### config.mk
export PLATFORM = sky130hd
export DESIGN_NAME = mem_stage_ctrl
export DESIGN_NICKNAME = d
export VERILOG_FILES = /design/src/rtl/mem_stage_ctrl.sv
export SDC_FILE = /design/constraint.sdc
export NUM_CORES = 1
export LEC_CHECK = 0
export BUFFER_PORTS_ARGS = -buffer_cell sky130_fd_sc_hd__buf_2
export CORE_MARGIN = 2
export CORE_UTILIZATION = 40
export DETAILED_ROUTE_END_ITERATION = 16
export GPL_TIMING_DRIVEN = 0
export HOLD_SLACK_MARGIN = 0.03
export PLACE_DENSITY = 0.76
export SETUP_SLACK_MARGIN = 0.5
export SLEW_MARGIN = 0
export SYNTH_ARGS = -nofsm -noshare
export SYNTH_HDL_FRONTEND = slang
export SYNTH_SLANG_ARGS = --single-unit
### constraint.sdc
create_clock -name clk -period 4.8 [get_ports clk]
set_clock_uncertainty 0.15 [all_clocks]
set_input_delay 0.24 -clock clk [delete_from_list [all_inputs] [get_ports clk]]
set_output_delay 0.24 -clock clk [all_outputs]
set_load 0.02 [all_outputs]
### src/rtl/mem_stage_ctrl.sv
// MEM-stage pipeline controller: sequences the data-memory handshake around the
// EX/MEM register and derives pipeline enables, flushes and branch redirect.
module mem_stage_ctrl #(
    parameter int unsigned MAX_WAIT = 16,
    parameter int unsigned CW       = 8
) (
    input  logic        clk,
    input  logic        reset,
    input  logic        exm_mem_read,
    input  logic        exm_mem_write,
    input  logic        exm_branch,
    input  logic        exm_zero,
    input  logic [31:0] exm_branch_target,
    input  logic [31:0] exm_alu_result,
    input  logic [31:0] exm_rt_data,
    input  logic        idex_mem_read,
    input  logic [4:0]  idex_rt,
    input  logic [4:0]  ifid_rs,
    input  logic [4:0]  ifid_rt,
    input  logic        mem_ready,
    input  logic [31:0] mem_rdata,
    output logic        mem_req,
    output logic        mem_we,
    output logic [31:0] mem_addr,
    output logic [31:0] mem_wdata,
    output logic [31:0] load_data,
    output logic        pc_en,
    output logic        if_id_en,
    output logic        id_ex_en,
    output logic        ex_mem_en,
    output logic        if_id_flush,
    output logic        id_ex_flush,
    output logic        ex_mem_flush,
    output logic        mem_wb_flush,
    output logic        pc_src,
    output logic [31:0] pc_target,
    output logic        mem_error
);

    typedef enum logic [1:0] {StIdle, StAccess, StDone, StError} state_t;

    state_t          state;
    logic [CW-1:0]   wait_cnt;
    logic            mem_op;
    logic            mem_stall;
    logic            branch_taken;
    logic            load_use;

    assign mem_op = exm_mem_read | exm_mem_write;

    always_ff @(posedge clk or posedge reset) begin
        if (reset) begin
            state     <= StIdle;
            wait_cnt  <= '0;
            mem_req   <= 1'b0;
            mem_we    <= 1'b0;
            mem_addr  <= '0;
            mem_wdata <= '0;
            load_data <= '0;
            mem_error <= 1'b0;
        end else begin
            unique case (state)
                StIdle: begin
                    if (mem_op) begin
                        state     <= StAccess;
                        mem_req   <= 1'b1;
                        mem_we    <= exm_mem_write;
                        mem_addr  <= exm_alu_result;
                        mem_wdata <= exm_rt_data;
                    end
                end
                StAccess: begin
                    if (mem_ready) begin
                        state    <= StDone;
                        mem_req  <= 1'b0;
                        wait_cnt <= '0;
                        if (!mem_we) begin
                            load_data <= mem_rdata;
                        end
                    end else if (wait_cnt == CW'(MAX_WAIT - 1)) begin
                        state     <= StError;
                        mem_req   <= 1'b0;
                        mem_error <= 1'b1;
                        wait_cnt  <= '0;
                    end else begin
                        wait_cnt <= wait_cnt + 1'b1;
                    end
                end
                StDone: begin
                    state <= StIdle;
                end
                StError: begin
                    state <= StError;
                end
                default: begin
                    state <= StIdle;
                end
            endcase
        end
    end

    // DONE is deliberately absent: that cycle lets EX/MEM advance past the finished op.
    assign mem_stall    = ((state == StIdle) & mem_op) | (state == StAccess) |
                          (state == StError);
    assign branch_taken = exm_branch & exm_zero & ~mem_stall;
    assign load_use     = idex_mem_read & (idex_rt != 5'd0) &
                          ((idex_rt == ifid_rs) | (idex_rt == ifid_rt));
    assign pc_target    = exm_branch_target;

    always_comb begin
        pc_en        = 1'b1;
        if_id_en     = 1'b1;
        id_ex_en     = 1'b1;
        ex_mem_en    = 1'b1;
        if_id_flush  = 1'b0;
        id_ex_flush  = 1'b0;
        ex_mem_flush = 1'b0;
        mem_wb_flush = 1'b0;
        pc_src       = 1'b0;
        if (!reset) begin
            if (mem_stall) begin
                pc_en        = 1'b0;
                if_id_en     = 1'b0;
                id_ex_en     = 1'b0;
                ex_mem_en    = 1'b0;
                mem_wb_flush = 1'b1;
            end else if (branch_taken) begin
                pc_src       = 1'b1;
                if_id_flush  = 1'b1;
                id_ex_flush  = 1'b1;
                ex_mem_flush = 1'b1;
            end else if (load_use) begin
                pc_en       = 1'b0;
                if_id_en    = 1'b0;
                id_ex_flush = 1'b1;
            end
        end
    end

endmodule

Yosys cells after proc, flatten, opt, wreduce, memory -nomap -nowiden
Index checks and enable logic that the tools add are counted.
{ "word_totals": {"register_bits": 109, "inputBits": 151, "wordCells": 62} }
{ "op_classes": {"add_sub_neg": 1, "n_eq_ne": 8, "mux": 25, "n_bitwise": 12, "n_reduce_logical": 8} }
{ "ops": {"columns": ["op", "n"], "rows": [
  ["$mux 1", 18],
  ["$mux 8", 2],
  ["$eq 5x5->1", 2],
  ["$reduce_and 3->1", 3],
  ["$add 8x1->8 const B", 1],
  ["$eq 8x4->1 const B", 1],
  ["$pmux 2 s4", 1],
  ["$mux 2", 3],
  ["$and 1x1->1", 5],
  ["$reduce_bool 5->1", 1],
  ["$eq 2x2->1 const B", 2],
  ["$or 1x1->1", 4],
  ["$reduce_and 2->1", 2],
  ["$ne 3x3->1 const B", 1],
  ["$not 1->1", 3],
  ["$eq 2x1->1 const B", 1],
  ["$logic_not 2->1", 1],
  ["$ne 2x2->1 const B", 1],
  ["$pmux 1 s2", 1],
  ["$reduce_bool 2->1", 1]
]} }

Depth between registers and ports, before layout
{ "logic_depth": {"word_depth": 9, "ltp_mapped": 5} }

Worst setup path before layout
OpenSTA, ideal clock, no wires.
{ "synth_path": {"kind": "reg2out", "from": "register state[1]", "to": "output port id_ex_flush", "t_arrival_ns": 1.747, "required_time_ns": 4.410, "slack_ns": 2.663, "path_stages_with_launch": 4, "path_buffers": 0, "cell_sequence": "dfrtp_1 -> o21ba_2 -> nor4_1 -> o21bai_1"} }
{ "synth_between": {"elab_chain_len": 9} }
{ "synth_lines": {"columns": ["element", "line_no", "source"], "rows": [
  ["start: declaration", "42", "state_t state;"],
  ["start signal: assignment", "53", "state <= StIdle;"],
  ["start signal: assignment", "65", "state <= StAccess;"],
  ["start signal: assignment", "74", "state <= StDone;"],
  ["$logic_not 2->1", "103", "assign mem_stall = ((state == StIdle) & mem_op) | (state == StAccess) |"],
  ["$and 1x1->1", "103", null],
  ["$or 1x1->1", "103", null],
  ["$or 1x1->1 *", "103", null],
  ["$not 1->1", "105", "assign branch_taken = exm_branch & exm_zero & ~mem_stall;"],
  ["$and 1x1->1", "105", null],
  ["$mux 1", "127", "end else if (branch_taken) begin"],
  ["$mux 1 *", "121", "if (mem_stall) begin"],
  ["$mux 1 *", "120", "if (!reset) begin"],
  ["end: declaration", "32", "output logic id_ex_flush,"]
]} }
Mark *: on every way between the ends. The rest lies on a longest branch, timed or not.

Worst setup path in the final report
{ "layout_path": {"from": "input port exm_mem_write", "to": "output port if_id_flush"} }
{ "layout_between": {"elab_chain_len": 9} }
{ "layout_lines": {"columns": ["element", "line_no", "source"], "rows": [
  ["start: declaration", "10", "input logic exm_mem_write,"],
  ["$or 1x1->1 *", "49", "assign mem_op = exm_mem_read | exm_mem_write;"],
  ["$and 1x1->1 *", "103", null],
  ["$or 1x1->1 * (2 in a row)", "103", null],
  ["$not 1->1", "105", null],
  ["$and 1x1->1", "105", null],
  ["$mux 1", "127", null],
  ["$mux 1 *", "121", null],
  ["$mux 1 *", "120", null],
  ["end: declaration", "31", "output logic if_id_flush,"]
]} }
Marks and branches as above.

==> metrics.txt <==
status finished, final reports clean; simple-gate share of the synthesized area 5.08%; grt ovf 0; ys flop type dfrtp_1; IO Pins 291; Worst Setup Start Kind input pin; Synth Cell Area 0.00468 mm²; Max Cap Violations 0; layout cells sized above 1 59.4%; # clock sinks 109; syn nets 489; core outline area 0.0114 mm²; routability cong. 0.771; initial core utilization 41.0%; Setup CP Type in2out; gr usage total 20.8%; Port Buffers 257; Final Critical Period 2.49 ns; Syn-to-layout area delta 58.8%; RSZ-0062 raised after global routing false; Final Hold Fails 0; first-pass GRT wire length 20700 µm; EDFF count, synth 0; # Post-CTS Setup Buffers 0; critical path endpoint category output pin; post-synthesis adder-cell area fraction 0.267%; utilization after layout 65.1%; final WL 13100 µm; xor and xnor area share after synthesis 2.06%; Syn. warnings 0; Final #Nets 856; Post-Layout Cell Count 852; CTS tree built; FP Rows 39; area share of the largest cell type after synthesis 58.2%; Root Buffer Master clkbuf_16; sequential share of the synthesized area 58.2%; final setup violating endpoints 0; Max-slew headroom 50.7%; Worst Tran Pin Value 0.739 ns; via/cell ratio 4.70; required time worst endpoint 4.41 ns; ANT cells 0; top-count cell post-synth dfrtp_1; Peak supply drop 0.359 mV; FF+latch count, synth 109; H-tree Lvls 3; Avg WL per Cell 15.4 µm; total CTS buffers 9; main combinational cell family by area after synthesis multiplexers; Pwr Density 592 mW/mm²; DR vias 4003; Syn Inst Count 337; Synth Area in Compound Gates 3.13%; 1st-iter DRT viols 169; Clock Pin Slew Worst Setup and Hold Paths 0.07 ns; busiest metal layer after global routing met2; clock latency at the later pin of the worst-skew pair 0.34 ns; number of global-route vias before repair 4257; hpwl dp 8700 µm; GR Layer Usage met3 6.21%; worst path arrival time 2.10 ns; largest net degree at the start of global routing 59; met1 usage 22.7%; Max Freq 0.401 GHz; Final period util 51.9%; Longest Clk Path Bufs 2; met2 Usage GRT 37.9%; post-synthesis mux area share 23.3%; DIE AREA 0.0126 mm²; Final ANT Viol Nets 0; drt drc 0; number of library cell types mapped by synthesis 37; placed instance count 738; cell taking the most area after synthesis dfrtp_1; top cells by area, synth dfrtp_1 58%, mux2_2 23%, buf_4 6.6%; chip height 112 µm; drt pass-1 iters 4; Die X 112 µm; initial antenna violation count 0; worst min-delay path category in2reg; Max Slew Vio Count 0; Mean Syn Cell Area 13.9 µm²; leakage 3.69 nW; Resized Gates After CTS 0; total negative slack 0 ns; worst-path maximum fanout 4; leading cell types by count after synthesis 109 x dfrtp_1, 94 x mux2_2, 41 x buf_4; Async SR Flop Fraction 100%
[sequential cells by signal (all words and copies together), names as in the netlist]
register and flops:
load_data 32, mem_addr 32, mem_wdata 32, mem_req 1
mem_we 1, wait_cnt 8, state 2, mem_error 1
[cells by family (layout without fill, tap and decap cells)]
group	Yosys count	in the layout
AND/OR/NAND/NOR	46	46
buffers and inverters	51	423
XOR/XNOR	11	11
AO/OA/AOI/OAI	22	22
flip-flops	109	109
adder cells (fa/ha/maj)	1	1
multiplexers	97	97
[final cells by class]
| type | count | area (µm²) |
|---|---|---|
| fillers | 800 | 3980 |
| clock inverters | 4 | 32.5 |
| plain buffers | 48 | 360 |
| inverters | 3 | 13.8 |
| well taps | 143 | 179 |
| flip-flops and latches | 109 | 2730 |
| multi-input cells | 177 | 1580 |
| clock buffers | 12 | 246 |
| repair buffers | 356 | 2290 |
[placed cells by master, fill, tap and decap left out, types with 2 or more instances in the layout]
master and n:
buf_6 3, nand2_1 13, xor2_1 11, nor2_1 11
dlygate4sd3_1 98, inv_1 2, nand3_1 5, buf_2 260
buf_4 41, clkbuf_16 9, mux2_1 2, a21oi_1 2
clkbuf_1 3, dfrtp_1 109, mux2_2 94, a22o_1 2
nor3_1 5, o21ai_0 9, nand2b_1 3
[critical path, stage by stage]
cell and delay, ns:
dlygate4sd3_1 0.53, buf_2 0.13, o21ba_2 0.23, nor4_1 0.58, buf_4 0.22, buf_2 0.16
[what timing repair did]
item,CTS,global route
setup endpoints to repair,0,0
hold buffers,98,0
endpoints found under the hold margin,154,0
[final timing paths]
kind / slack, ns / startpoint / cells after the start / to
min in group asynchronous: 0.49 / reset / 3 / mem_we$_DFFE_PP0P_
max: 2.31 / exm_mem_write / 6 / if_id_flush
min reg2reg: 0.33 / mem_error$_DFFE_PP0P_ / 1 / mem_error$_DFFE_PP0P_
max reg2reg: 2.84 / state[0]$_DFFE_PP0P_ / 5 / mem_addr[2]$_DFFE_PP0P_
max in group asynchronous: 3.31 / reset / 4 / load_data[5]$_DFFE_PP0P_
min: 0.06 / exm_mem_read / 3 / mem_we$_DFFE_PP0P_
[metrics by stage]
stage | setup WS [ns] | power (mW) | instance area (µm²) | hold slack [ns]
2_1_floorplan | 1.54 | 2.94 | 4680 | 0.225
3_3_place_gp | 0.341 | 3.57 | 6150 | 0.310
3_5_place_dp | 2.80 | 3.63 | 6180 | 0.307
4_1_cts | 2.38 | 4.41 | 7440 | 0.0494
5_1_grt | 2.26 | 4.65 | 7440 | 0.0561
6_report | 2.31 | 4.41 | 7440 | 0.0637
[where the power goes]
group | internal [mW] | switching (mW) | total, mW
clock | 0.371 | 0.337 | 0.707
combinational | 0.936 | 1.15 | 2.08
sequential | 1.37 | 0.246 | 1.62
total | 2.68 | 1.73 | 4.41
[metal layers]
layer | vias up | share of wire [%]
li1 | 1858 | -
met2 | 187 | 52
met4 | 0 | 2.3
met1 | 1929 | 37
met5 | - | 0
met3 | 29 | 8.4
No activity file was read; power rests on OpenSTA's default activity.
